--- src/rtl/score_match_if.sv ---
// Bundle between the pushbutton processors (master) and the match controller (slave).
// Carries the per-player pulses and all registered scoreboard/display outputs.
interface score_match_if #(
   parameter int BW = 7
);
   logic          up_a_i;
   logic          down_a_i;
   logic          up_b_i;
   logic          down_b_i;
   logic [BW-1:0] score_a_o;
   logic [BW-1:0] score_b_o;
   logic [BW-1:0] disp_val_o;
   logic          disp_sel_o;
   logic          disp_blank_o;
   logic [1:0]    state_o;
   logic          winner_o;

   modport master (
      output up_a_i, down_a_i, up_b_i, down_b_i,
      input  score_a_o, score_b_o, disp_val_o, disp_sel_o, disp_blank_o, state_o, winner_o
   );

   modport slave (
      input  up_a_i, down_a_i, up_b_i, down_b_i,
      output score_a_o, score_b_o, disp_val_o, disp_sel_o, disp_blank_o, state_o, winner_o
   );
endinterface

--- src/rtl/score_match_ctrl.sv ---
// Two-player match controller: scores, winner detection, display multiplexing and win blink.
// Optional macro SCORE_WIN_BY_TWO_EN selects the win-by-two / deuce rule (scores saturate at 99).
module score_match_ctrl #(
   parameter int BW        = 7,
   parameter int WIN_SCORE = 11,
   parameter int SHOW_MS   = 1000,
   parameter int BLINK_MS  = 250
) (
   input  logic         clk_1khz_i,
   input  logic         rst_i,
   score_match_if.slave bus
);

   localparam int DW = (SHOW_MS  > 1) ? $clog2(SHOW_MS)  : 1;
   localparam int KW = (BLINK_MS > 1) ? $clog2(BLINK_MS) : 1;
   localparam logic [DW-1:0] DWELL_LAST = DW'(SHOW_MS - 1);
   localparam logic [KW-1:0] BLINK_LAST = KW'(BLINK_MS - 1);
   localparam logic [BW-1:0] WIN_L      = BW'(WIN_SCORE);
`ifdef SCORE_WIN_BY_TWO_EN
   localparam int SMAX = (((2 ** BW) - 1) < 99) ? ((2 ** BW) - 1) : 99;
`else
   localparam int SMAX = WIN_SCORE;
`endif
   localparam logic [BW-1:0] SMAX_L = BW'(SMAX);

   typedef enum logic [1:0] {
      S_IDLE = 2'b00,
      S_PLAY = 2'b01,
      S_WIN  = 2'b10
   } state_t;

   state_t        r_state;
   logic [BW-1:0] r_a, r_b, r_val;
   logic          r_sel, r_blank, r_winner;
   logic [DW-1:0] r_dwell;
   logic [KW-1:0] r_blink;

   logic [BW-1:0] w_a_step, w_b_step, w_a_new, w_b_new;
   logic          w_win_a, w_win_b, w_apply, w_any_dn, w_sel_nxt;

   // Up/down on one player in the same cycle cancel; both ends saturate.
   function automatic logic [BW-1:0] f_step(input logic [BW-1:0] s, input logic up, input logic dn);
      logic [BW-1:0] v;
      v = s;
      if (up && !dn && s != SMAX_L)
         v = s + BW'(1);
      else if (dn && !up && s != '0)
         v = s - BW'(1);
      return v;
   endfunction

   always_comb begin
      w_any_dn  = bus.down_a_i | bus.down_b_i;
      w_apply   = (r_state == S_PLAY) | bus.up_a_i | bus.up_b_i;
      w_a_step  = f_step(r_a, bus.up_a_i, bus.down_a_i);
      w_b_step  = f_step(r_b, bus.up_b_i, bus.down_b_i);
      w_win_a   = 1'b0;
      w_win_b   = 1'b0;
      w_a_new   = w_a_step;
      w_b_new   = w_b_step;
`ifdef SCORE_WIN_BY_TWO_EN
      w_win_a   = (w_a_step >= WIN_L) && (w_a_step > w_b_step) && ((w_a_step - w_b_step) >= BW'(2));
      w_win_b   = (w_b_step >= WIN_L) && (w_b_step > w_a_step) && ((w_b_step - w_a_step) >= BW'(2));
`else
      w_win_a   = (w_a_step == WIN_L);
      w_win_b   = !w_win_a && (w_b_step == WIN_L);
      // A wins ties: B's increment in the deciding cycle is dropped.
      if (w_win_a && (w_b_step > r_b))
         w_b_new = r_b;
`endif
      if (!w_apply) begin
         w_a_new = r_a;
         w_b_new = r_b;
         w_win_a = 1'b0;
         w_win_b = 1'b0;
      end
      w_sel_nxt = (r_dwell == DWELL_LAST) ? ~r_sel : r_sel;
   end

   always_ff @(posedge clk_1khz_i or posedge rst_i) begin
      if (rst_i) begin
         r_state  <= S_IDLE;
         r_a      <= '0;
         r_b      <= '0;
         r_val    <= '0;
         r_sel    <= 1'b0;
         r_blank  <= 1'b0;
         r_winner <= 1'b0;
         r_dwell  <= '0;
         r_blink  <= '0;
      end else begin
         case (r_state)
            S_WIN: begin
               if (w_any_dn) begin
                  r_state  <= S_IDLE;
                  r_a      <= '0;
                  r_b      <= '0;
                  r_val    <= '0;
                  r_sel    <= 1'b0;
                  r_blank  <= 1'b0;
                  r_winner <= 1'b0;
                  r_dwell  <= '0;
                  r_blink  <= '0;
               end else if (r_blink == BLINK_LAST) begin
                  r_blink <= '0;
                  r_blank <= ~r_blank;
               end else begin
                  r_blink <= r_blink + KW'(1);
               end
            end
            default: begin
               r_a <= w_a_new;
               r_b <= w_b_new;
               if (w_win_a || w_win_b) begin
                  // Winner's score is shown from the entry edge; blink phase starts unblanked.
                  r_state  <= S_WIN;
                  r_winner <= w_win_b;
                  r_sel    <= w_win_b;
                  r_val    <= w_win_b ? w_b_new : w_a_new;
                  r_blink  <= '0;
                  r_blank  <= 1'b0;
                  r_dwell  <= '0;
               end else begin
                  if (w_apply)
                     r_state <= S_PLAY;
                  r_sel   <= w_sel_nxt;
                  r_val   <= w_sel_nxt ? w_b_new : w_a_new;
                  r_dwell <= (r_dwell == DWELL_LAST) ? '0 : r_dwell + DW'(1);
               end
            end
         endcase
      end
   end

   assign bus.score_a_o    = r_a;
   assign bus.score_b_o    = r_b;
   assign bus.disp_val_o   = r_val;
   assign bus.disp_sel_o   = r_sel;
   assign bus.disp_blank_o = r_blank;
   assign bus.state_o      = r_state;
   assign bus.winner_o     = r_winner;

endmodule

--- src/flat_wrapper.sv ---
// flat-port wrapper written by rule: the top's interface ports become plain ports
module score_match_ctrl_flat 
#(
   parameter int BW        = 7,
   parameter int WIN_SCORE = 11,
   parameter int SHOW_MS   = 1000,
   parameter int BLINK_MS  = 250
)
  (clk_1khz_i, rst_i, bus_up_a_i, bus_down_a_i, bus_up_b_i, bus_down_b_i, bus_score_a_o, bus_score_b_o, bus_disp_val_o, bus_disp_sel_o, bus_disp_blank_o, bus_state_o, bus_winner_o);
  score_match_if #(.BW(BW)) bus_i ();
  input  logic clk_1khz_i;
  input  logic rst_i;
  input wire logic [$bits(bus_i.up_a_i)-1:0] bus_up_a_i;
  input wire logic [$bits(bus_i.down_a_i)-1:0] bus_down_a_i;
  input wire logic [$bits(bus_i.up_b_i)-1:0] bus_up_b_i;
  input wire logic [$bits(bus_i.down_b_i)-1:0] bus_down_b_i;
  output wire logic [$bits(bus_i.score_a_o)-1:0] bus_score_a_o;
  output wire logic [$bits(bus_i.score_b_o)-1:0] bus_score_b_o;
  output wire logic [$bits(bus_i.disp_val_o)-1:0] bus_disp_val_o;
  output wire logic [$bits(bus_i.disp_sel_o)-1:0] bus_disp_sel_o;
  output wire logic [$bits(bus_i.disp_blank_o)-1:0] bus_disp_blank_o;
  output wire logic [$bits(bus_i.state_o)-1:0] bus_state_o;
  output wire logic [$bits(bus_i.winner_o)-1:0] bus_winner_o;
  assign bus_i.up_a_i = bus_up_a_i;
  assign bus_i.down_a_i = bus_down_a_i;
  assign bus_i.up_b_i = bus_up_b_i;
  assign bus_i.down_b_i = bus_down_b_i;
  assign bus_score_a_o = bus_i.score_a_o;
  assign bus_score_b_o = bus_i.score_b_o;
  assign bus_disp_val_o = bus_i.disp_val_o;
  assign bus_disp_sel_o = bus_i.disp_sel_o;
  assign bus_disp_blank_o = bus_i.disp_blank_o;
  assign bus_state_o = bus_i.state_o;
  assign bus_winner_o = bus_i.winner_o;
  score_match_ctrl #(.BW(BW), .WIN_SCORE(WIN_SCORE), .SHOW_MS(SHOW_MS), .BLINK_MS(BLINK_MS)) u_core (.clk_1khz_i(clk_1khz_i), .rst_i(rst_i), .bus(bus_i));
endmodule
--- config.mk ---
export PLATFORM = sky130hd
export DESIGN_NAME = score_match_ctrl_flat
export DESIGN_NICKNAME = d
export VERILOG_FILES = /design/src/rtl/score_match_if.sv /design/src/rtl/score_match_ctrl.sv /design/src/flat_wrapper.sv
export SDC_FILE = /design/constraint.sdc
export NUM_CORES = 1
export LEC_CHECK = 0
export BUFFER_PORTS_ARGS = -buffer_cell sky130_fd_sc_hd__clkbuf_2
export CAP_MARGIN = 20
export CORE_MARGIN = 2
export CORE_UTILIZATION = 60
export CTS_CLUSTER_DIAMETER = 40
export CTS_CLUSTER_SIZE = 12
export DETAILED_ROUTE_END_ITERATION = 16
export PLACE_DENSITY = 0.84
export SYNTH_ARGS = -nofsm -noshare
export SYNTH_HDL_FRONTEND = slang
export SYNTH_SLANG_ARGS = --single-unit
--- constraint.sdc ---
create_clock -name clk_1khz_i -period 7 [get_ports clk_1khz_i]
set_input_delay 0.7 -clock clk_1khz_i [delete_from_list [all_inputs] [get_ports clk_1khz_i]]
set_output_delay 0.7 -clock clk_1khz_i [all_outputs]
set_load 0.01 [all_outputs]
Yosys cells after proc, flatten, opt, wreduce, memory -nomap -nowiden
Cells that the tools add are included.
W data, S select, Z words.
{"block": "word_totals", "reg_bits": 44, "out_inout_bits": 26}
{"block": "op_classes", "add_sub_neg": 6, "n_lt_le_gt_ge": 1, "eq_ne": 10, "muxes": 38, "bitwise_logic": 5, "n_reduce_logical": 23}
{"cell": "$mux W7", "count": 14}
{"cell": "$mux W10", "count": 4}
{"cell": "$mux W8", "count": 4}
{"cell": "$add A7 B1 Y7 const B", "count": 2}
{"cell": "$eq A7 B4 Y1 const B", "count": 2}
{"cell": "$ne A7 B4 Y1 const B", "count": 2}
{"cell": "$reduce_bool A7 Y1", "count": 2}
{"cell": "$sub A7 B1 Y7 const B", "count": 2}
{"cell": "$mux W1", "count": 12}
{"cell": "$add A10 B1 Y10 const B", "count": 1}
{"cell": "$eq A10 B10 Y1 const B", "count": 1}
{"cell": "$logic_and A1 B1 Y1", "count": 10}
{"cell": "$add A8 B1 Y8 const B", "count": 1}
{"cell": "$eq A8 B8 Y1 const B", "count": 1}
{"cell": "$mux W2", "count": 4}
{"cell": "$gt A7 B7 Y1", "count": 1}
{"cell": "$reduce_and A2 Y1", "count": 3}
{"cell": "$logic_not A1 Y1", "count": 5}
{"cell": "$ne A3 B1 Y1 const B", "count": 1}
{"cell": "$or A1 B1 Y1", "count": 3}
{"cell": "$reduce_bool A3 Y1", "count": 1}
{"cell": "$eq A2 B1 Y1 const B", "count": 1}
{"cell": "$eq A2 B2 Y1 const B", "count": 1}
{"cell": "$ne A2 B1 Y1 const B", "count": 1}
{"cell": "other kinds (3)", "count": 4}

Logic depth before layout (Yosys ltp)
Gate-level depths: netlist (run 1).
{"block": "depth", "ltp_word": 12, "depth_mapped": 17}

Worst setup path before layout (run 1)
No wires, ideal clock.
{"block": "synth_path", "kind": "register -> register", "start": "register u_core.r_b[1], in the netlist u_core.bus.score_b_o[1]", "end": "register u_core.r_val[0], in the netlist u_core.bus.disp_val_o[0]", "setup_ps": 126, "arrival_ps": 3489, "required_time_ps": 6874, "slack_ps": 3385, "stages_incl_launch_ff": 18, "n_path_buf": 1, "period_less_slack_ps": 3615, "cell_sequence": "dfrtp_1 clkbuf_1 inv_1 ha_1 nor3b_1 nand2_1 a2bb2oi_1 o221ai_1 inv_1 ha_1 nor2b_1 o21ai_0 a21boi_0 o21ai_0 a22oi_1 nand3_1 mux2i_1 a221o_1"}
{"block": "synth_via", "elab_chain_len": 11, "elab_cells_between_ends": 20, "classes_between": "add/sub (2); order compare (1); eq/ne (2); mux (9); reduce/logical (6)"}
{"element": "start, declared", "line": "score_match_ctrl.sv:33", "rtl": "logic [BW-1:0] r_a, r_b, r_val;"}
{"element": "start signal, assigned", "line": "score_match_ctrl.sv:113", "rtl": "r_b <= w_b_new;"}
{"element": "branches (longest 9 deep; another with $sub A7 B1 Y7)"}
{"element": "$mux W7 *", "line": "score_match_ctrl.sv:114", "rtl": "if (w_win_a || w_win_b) begin"}
{"element": "$mux W7 *", "line": "score_match_ctrl.sv:92", "rtl": "case (r_state)"}
{"element": "end signal, assigned", "line": "score_match_ctrl.sv:119", "rtl": "r_val <= w_win_b ? w_b_new : w_a_new;"}
{"element": "end signal, assigned", "line": "score_match_ctrl.sv:127", "rtl": "r_val <= w_sel_nxt ? w_b_new : w_a_new;"}
{"element": "end, declared", "line": "score_match_ctrl.sv:33"}
Mark *: on every way between the ends.
A chain may end at the register's enable or synchronous reset.

Worst setup path in the final report (run 1)
{"block": "layout_path", "start": "register u_core.r_b[0], in the netlist u_core.bus.score_b_o[0]", "end": "register u_core.r_val[0], in the netlist u_core.bus.disp_val_o[0]"}
The elaborated chain is that of the path after synthesis.

==> impl_metrics.toml, run 1 <==
[outcome]
status = "completed"

[logic_synthesis]
ys.flop_type = "dfrtp_1"
synth_edf_count = 0
yosys-top-cells-area = "dfrtp_1 (33%), ha_1 (5.2%), nand2_1 (3.9%), o21ai_0 (3.9%), nor2_1 (3.1%)"
syn_area_sq_mm = 0.00336
syn_area_per_cell_sq_um = 8.43
synth_top_area_cell = "dfrtp_1"
synth_commonest_cells = "dfrtp_1 (44), nand2_1 (35), nor2_1 (28), o21ai_0 (26), inv_1 (21)"
yosysMostFrequentCell = "dfrtp_1"
seq_area_frac_synth_pct = 32.8
async_flop_share_pct = 100
ys_seq_elements = 44
ys_types = 71
yosysTopAreaCellShare_pct = 32.8
postSynthCellCount = 398
syn_nets = 418
synth_warnings = 0

[worst_setup_path]
worstPathCellList = "inv_1 -> ha_1 -> nor3b_1 -> nand2_1 -> a2bb2oi_1 -> o221ai_1 -> inv_1 -> ha_1 -> nor2b_1 -> o21ai_0 -> a21boi_0 -> o21ai_0 -> a22oi_1 -> nand3_1 -> mux2i_1 -> a221o_1"
critical_path.top_delay_family = "compound AO/OA/AOI/OAI gates"
critPathSlowestCell = "dfrtp_1"
worstReg2RegEnd = "u_core.bus.disp_val_o[0]$_DFFE_PP0P_"
reg2regPathDepth = 16
worstPathMaxFanout = 8
worstPathRequired_ns = 7.20
worst-r2r-setup-slack_ns = 2.94
max_stage_delay_ns = 0.46
crit_type = "flip-flop to flip-flop"
cp_data_arrival_time_ns = 4.25
cp-start-kind = "flip-flop"
r2r_start = "u_core.bus.score_b_o[0]$_DFFE_PP0P_"
worstSetupEndpointType = "flip-flop"
cp.buffers_inverters = 2
crit_start = "u_core.bus.score_b_o[0]$_DFFE_PP0P_"

[min_path]
worst_hold_path.endpoint = "u_core.r_blink[7]$_DFFE_PP0P_"
hold_depth = 1
hold_path.startpoint = "u_core.r_blink[7]$_DFFE_PP0P_"
min_path_type = "flip-flop to flip-flop"

[timing]
fmax_ghz = 0.246
rsz0062_at_grt = "false"
slew_headroom_pct = 33.3
report.final.hold_viol_count = 0
worst_slack_ns = 2.94
slew_violations = 0
tightest_slew_ns = 0.999
finalCritPeriodShare_pct = 58.0
finClkSkew_ns = 0.0149
finalSetupViolCount = 0
period_needed_ns = 4.06
tns_ns = 0

[global_route]
grt_start_max_net_pins = 45
gr-usage-all-layers_pct = 29.4
antenna_found_initial = 0
grt_pass1_wl_mm = 14.7
grt.overflow.total = 0
grt_pass1_vias = 3207

[drt]
wl_mm = 8.57
via_per_inst = 6.66
firstDrtPassIters = 4
dr.first_iter.drc_count = 228
ant_nets = 0
post_drt_wl_per_cell_um = 17.3
drcViolationCount = 0
dr_total_vias = 3288

[final_layout]
fin_nets = 441
stdcell_count = 494
diodes = 0
fillers = 458
multiInputGateArea_sq_mm = 0.00207
areaGrowthSynthToFinish_pct = 8.50
layout-drive-gt1-share_pct = 14.7
ff_latch_area_sq_mm = 0.00110

[job]
drv_cap = 0

[cts]
clk_pin_slew_ns = 0.09
hold_buffers = 0
cts_sinks = 44
clockRootBuffer = "clkbuf_8"
numCtsBuffers = 5
cts_buffer_depth = 2
ctsResizeCount = 0
h-tree-depth = 2
clock_latency_ns = 0.30
tritoncts = "built"
cts_setup_buffers = 0

[floorplanning]
die_w_um = 78.8
core_area_sq_mm = 0.00544
row_count = 27
die-area_sq_mm = 0.00621
die_h_um = 78.8
floorplan.initialDensity_pct = 61.7
ios = 32

[placed_design]
place_ws_ns = 2.99
io_buffers = 31
hpwl_mm = 6.08
dp_cells = 486
place_congestion = 0.920

[power]
power_density_mw_per_mm2 = 407
ir_worst_vdd_uv = 225
cellLeakagePower_nw = 1.57
==> registers in the layout, summed over array words and instances (netlist names) <==
| signal | flops |
|---|---|
| u_core.bus.state_o | 2 |
| u_core.bus.score_a_o | 7 |
| u_core.bus.winner_o | 1 |
| u_core.r_dwell | 10 |
| u_core.bus.disp_sel_o | 1 |
| u_core.bus.disp_blank_o | 1 |
| u_core.bus.score_b_o | 7 |
| u_core.bus.disp_val_o | 7 |
| u_core.r_blink | 8 |
==> cell type report <==
class	instances	share of cell area, %
multi-input cells	314	56.8
flip-flops and latches	44	30.2
repair buffers	34	4.88
well taps	72	2.47
clock buffers	6	2.27
inverters	22	2.27
clock inverters	2	1.07
==> layer usage <==
metal / wire [um] / GRT usage, % / up-vias / part of all wire [%]
met5: 0 / 0 / - / 0
met4: 200 / 11.8 / 0 / 2.3
met3: 588 / 5.34 / 20 / 6.9
met2: 4080 / 49.7 / 149 / 48
met1: 3700 / 37.3 / 1588 / 43
li1: - / - / 1531 / -
==> worst reg2reg max path, cell delays in order, from the launching register on <==
cell and delay (ns):
dfrtp_1 0.46, inv_1 0.17, ha_1 0.20, nor3b_1 0.38, nand2_1 0.20, a2bb2oi_1 0.17
o221ai_1 0.30, inv_1 0.13, ha_1 0.30, nor2b_1 0.12, o21ai_0 0.08, a21boi_0 0.14
o21ai_0 0.09, a22oi_1 0.41, nand3_1 0.29, mux2i_1 0.19, a221o_1 0.33
==> worst max path at each step <==
stage / end / depth (start not counted)
finish: u_core.bus.disp_val_o[0]$_DFFE_PP0P_ / 16
global route: u_core.bus.disp_val_o[0]$_DFFE_PP0P_ / 16
CTS: u_core.bus.disp_val_o[0]$_DFFE_PP0P_ / 16
detailed placement: u_core.bus.disp_val_o[0]$_DFFE_PP0P_ / 16
global placement: u_core.bus.disp_val_o[0]$_DFFE_PP0P_ / 16
floorplan: u_core.bus.disp_val_o[0]$_DFFE_PP0P_ / 17
==> logic make-up (layout without fill, tap and decap cells) <==
logic type               Yosys count  in the layout  synth area share (%)
flip-flops                        44             44                  32.8
buffers and inverters             40             64                  5.56
adder cells (fa/ha/maj)           14             14                  5.22
AO/OA/AOI/OAI                    138            138                  28.3
AND/OR/NAND/NOR                  142            142                  22.7
multiplexers                       6              6                  1.79
XOR/XNOR                          14             14                  3.65
==> where the power goes <==
group | internal [mW] | switching (mW) | leakage, nW
combinational | 0.323 | 0.434 | 0.956
sequential | 0.354 | 0.161 | 0.552
clock | 0.117 | 0.0933 | 0.0614
==> placed cells by master (no fill, tap or decap), drive strengths merged, types with 2 or more instances in the layout <==
| cell | n |
|---|---|
| dfrtp | 44 |
| nand2 | 37 |
| clkbuf | 37 |
| o21ai | 37 |
| nor2 | 28 |
| inv | 20 |
| a21oi | 20 |
| nand3 | 18 |
| a31oi | 14 |
| ha | 14 |
| nor3 | 14 |
| xnor2 | 11 |
| nor2b | 8 |
| o21a | 7 |
| o22ai | 7 |
| a22oi | 7 |
| a211oi | 7 |
| mux2i | 6 |
| o31ai | 5 |
| nand2b | 5 |
| nor4 | 5 |
| o211ai | 5 |
| a21o | 4 |
| and3 | 4 |
| nand4 | 4 |
| nor3b | 3 |
| and4 | 3 |
| a32o | 3 |
| xor2 | 3 |
| buf | 3 |
| or3 | 3 |
| clkinv | 3 |
| nand3b | 2 |
| or2 | 2 |
| o2bb2ai | 2 |
| a32oi | 2 |
| a221o | 2 |
| or3b | 2 |
| o311ai | 2 |
==> per-stage QoR <==
step	power [mW]	area, sq um	hold slack, ns	util (%)
CTS	1.48	3640	0.490	66.9
global placement	1.24	3520	0.466	64.7
global route	1.61	3640	0.506	66.9
floorplan	1.07	3360	0.449	-
detailed placement	1.26	3520	0.477	64.7
finish	1.48	3640	0.489	66.9
(Power assumes the default switching activity.)
==> run 2, diff against run 1 <==
--- a/config.mk
+++ b/config.mk
@@ -5,6 +5,7 @@
 export SDC_FILE = /design/constraint.sdc
 export NUM_CORES = 1
 export LEC_CHECK = 0
+export ABC_AREA = 1
 export BUFFER_PORTS_ARGS = -buffer_cell sky130_fd_sc_hd__clkbuf_2
 export CAP_MARGIN = 20
 export CORE_MARGIN = 2
==> constraint.sdc (replaced) <==
create_clock -name clk_1khz_i -period 4.1 [get_ports clk_1khz_i]
set_input_delay 0.41 -clock clk_1khz_i [delete_from_list [all_inputs] [get_ports clk_1khz_i]]
set_output_delay 0.41 -clock clk_1khz_i [all_outputs]
set_load 0.01 [all_outputs]
==> run 2 against run 1 <==
Against the previous run:
- sequential power increased by 54%
- sequential cell count unchanged
- critical path depth increased by 4
- via count increased by 5.1%
- routed wire length increased by 1.9%
- critical endpoint unchanged
- largest cell class unchanged
- largest power group unchanged
- highest routed layer unchanged
==> impl_metrics.toml, run 2 <==
[timing]
slew_headroom_pct = 51.9
finalSetupViolCount = 0
period_needed_ns = 3.19
tightest_slew_ns = 0.719
fmax_ghz = 0.314
slew_violations = 0
report.final.hold_viol_count = 0
rsz0062_at_grt = "false"
finalCritPeriodShare_pct = 77.7
finClkSkew_ns = 0.0111
tns_ns = 0

[final_layout]
largest_reg_flops = 10
fin_nets = 564
layout-drive-gt1-share_pct = 13.8
areaGrowthSynthToFinish_pct = 9.82
diodes = 0
regMostFlops = "u_core.r_dwell"
layout_common_cells = "nand2_1 (175), nand3_1 (59), inv_1 (49)"
reg.largest.list = "u_core.r_dwell x10, u_core.r_blink x8"
final_common_cell = "nand2_1"
stdcell_count = 617

[logic_synthesis]
synth_top_area_cell = "dfrtp_1"
syn_nets = 533
seq_area_frac_synth_pct = 32.8
yosys-top-cells-area = "dfrtp_1 (33%), nand2_1 (20%), nand3_1 (8.8%), inv_1 (5.6%), ha_1 (5.2%)"
yosysMostFrequentCell = "nand2_1"
async_flop_share_pct = 100
postSynthCellCount = 513
synth_warnings = 0
synth_commonest_cells = "nand2_1 (175), nand3_1 (59), inv_1 (50), nor2_1 (45), dfrtp_1 (44)"
ys_seq_elements = 44
syn_area_sq_mm = 0.00335
synth_edf_count = 0
syn_area_per_cell_sq_um = 6.53
ys.flop_type = "dfrtp_1"
yosysTopAreaCellShare_pct = 32.8
ys_types = 34

[global_route]
grt_start_max_net_pins = 45
grt_pass1_vias = 3269
gr-usage-all-layers_pct = 30.5
antenna_found_initial = 0
grt.overflow.total = 0
grt_pass1_wl_mm = 15.1

[floorplanning]
row_count = 27
die-area_sq_mm = 0.00620
die_h_um = 78.7
core_area_sq_mm = 0.00544
ios = 32
die_w_um = 78.7
floorplan.initialDensity_pct = 61.6

[power]
seq_power_share_pct = 32.8
cellLeakagePower_nw = 1.99
power_density_mw_per_mm2 = 659
swShare_pct = 49.4
power_frac_clock_pct = 13.5
p_int_mw = 1.23
pwr-share-comb_pct = 53.7
netSwitchingPower_mw = 1.20
ir_worst_vdd_uv = 408
power.total_mw = 2.43

[worst_setup_path]
cp-start-kind = "flip-flop"
worstSetupEndpointType = "flip-flop"
crit_type = "flip-flop to flip-flop"
cp_data_arrival_time_ns = 3.42
critPathSlowestCell = "dfrtp_1"
worst_path_most_repeated_cell = "nand2_1"
critical_path.top_delay_family = "simple AND/OR/NAND/NOR gates"
worstPathCellList = "inv_1 -> ha_1 -> nand3_1 -> o21ai_2 -> nand2_1 -> o21ai_0 -> nand2_1 -> nand2_1 -> inv_1 -> ha_1 -> inv_1 -> o31ai_1 -> nand2_1 -> a21oi_1 -> nand3_2 -> nand2_2 -> nand2_1 -> nand3_1 -> nand2_1 -> nand3_1"
max_stage_delay_ns = 0.48
cp.buffers_inverters = 3
r2r_start = "u_core.bus.score_b_o[0]$_DFFE_PP0P_"
worst-r2r-setup-slack_ns = 0.91
worstReg2RegEnd = "u_core.bus.disp_val_o[0]$_DFFE_PP0P_"
worstPathMaxFanout = 8
crit_start = "u_core.bus.score_b_o[0]$_DFFE_PP0P_"
reg2regPathDepth = 20
critPathCapture = "u_core.bus.disp_val_o[0]$_DFFE_PP0P_"
worstPathRequired_ns = 4.33
cp.depth = 20

[cts]
ctsResizeCount = 0
h-tree-depth = 2
cts_buffer_depth = 2
tritoncts = "built"
cts_setup_buffers = 0
cts_sinks = 44
clockRootBuffer = "clkbuf_8"
numCtsBuffers = 5
hold_buffers = 0
clk_pin_slew_ns = 0.08
clock_latency_ns = 0.30

[drt]
firstDrtPassIters = 5
ant_nets = 0
dr_total_vias = 3455
wl_mm = 8.73
via_per_inst = 5.60
dr.first_iter.drc_count = 286
post_drt_wl_per_cell_um = 14.1
drcViolationCount = 0

[job]
drv_cap = 0

[placed_design]
io_buffers = 31
hpwl_mm = 6.51
dp_cells = 609
place_congestion = 0.926

[outcome]
status = "completed"

[min_path]
min_path_type = "primary input to async pin"
## run 2: changes by cell type after synthesis, moves of 9 or more
cell     delta
nand2_1   +140
inv_2      +11
nand3_1    +41
inv_1      +29
xor2_1      +9
a21oi_1     -9
a31oi_1    -13
xnor2_1    -10
nor2_1     +17
## run 2: layer usage
layer | global-route usage [%] | up-vias | wire length, um
li1 | - | 1704 | -
met2 | 51.5 | 120 | 4210
met1 | 41.0 | 1606 | 3840
met4 | 10.9 | 0 | 248
met5 | 0 | - | 0
met3 | 2.95 | 25 | 424
## run 2: stage by stage
step | area (sq um) | util, % | worst slack [ns] | hold WS, ns
2_1_floorplan | 3350 | - | 1.31 | 0.475
3_3_place_gp | 3570 | 65.7 | 1.08 | 0.463
3_5_place_dp | 3570 | 65.7 | 0.974 | 0.469
4_1_cts | 3680 | 67.7 | 0.958 | 0.230
5_1_grt | 3680 | 67.7 | 0.477 | 0.278
6_report | 3680 | 67.7 | 0.914 | 0.217
## run 2: cell type report
class | count | area [sq um]
repair buffers | 34 | 178
clock inverters | 2 | 35.0
flip-flops and latches | 44 | 1100
well taps | 72 | 90.1
multi-input cells | 398 | 1980
inverters | 61 | 229
clock buffers | 6 | 72.6
fillers | 470 | 1760
## run 2: how the worst min path moves through the flow
| stage | start | to | slack, ns | cells past startpoint |
|---|---|---|---|---|
| 6_report | rst_i | u_core.bus.winner_o$_DFFE_PP0P_ | 0.22 | 3 |
| 5_1_grt | rst_i | u_core.r_blink[4]$_DFFE_PP0P_ | 0.28 | 3 |
| 4_1_cts | rst_i | u_core.r_blink[5]$_DFFE_PP0P_ | 0.23 | 3 |
| 3_5_place_dp | u_core.bus.disp_val_o[5]$_DFFE_PP0P_ | u_core.bus.disp_val_o[5]$_DFFE_PP0P_ | 0.47 | 2 |
| 3_3_place_gp | u_core.bus.disp_val_o[4]$_DFFE_PP0P_ | u_core.bus.disp_val_o[4]$_DFFE_PP0P_ | 0.46 | 2 |
| 2_1_floorplan | u_core.r_blink[5]$_DFFE_PP0P_ | u_core.r_blink[5]$_DFFE_PP0P_ | 0.47 | 2 |
## run 2: power groups by stage
stage                     Combinational (mW)  Clock [mW]  Sequential [mW]
after detailed placement                1.29           0            0.792
after floorplan                        0.892           0            0.785
after global placement                  1.25           0            0.782
after global routing                    1.49       0.350            0.814
after CTS                               1.29       0.337            0.785
final                                   1.30       0.327            0.795
## run 2: logic make-up after synthesis
family,after synthesis,synth area share (%)
flip-flops,44,32.8
buffers and inverters,71,8.21
AO/OA/AOI/OAI,53,8.66
AND/OR/NAND/NOR,318,41.7
adder cells (fa/ha/maj),14,5.23
XOR/XNOR,13,3.40
## run 2: worst register-to-register path, cell delays in order, from the launching register on
cell     delay (ns)
dfrtp_1        0.48
inv_1          0.22
ha_1           0.22
nand3_1        0.13
o21ai_2        0.23
nand2_1        0.07
o21ai_0        0.08
nand2_1        0.07
nand2_1        0.08
inv_1          0.06
ha_1           0.29
inv_1          0.06
o31ai_1        0.22
nand2_1        0.07
a21oi_1        0.17
nand3_2        0.18
nand2_2        0.17
nand2_1        0.09
nand3_1        0.10
nand2_1        0.07
nand3_1        0.08
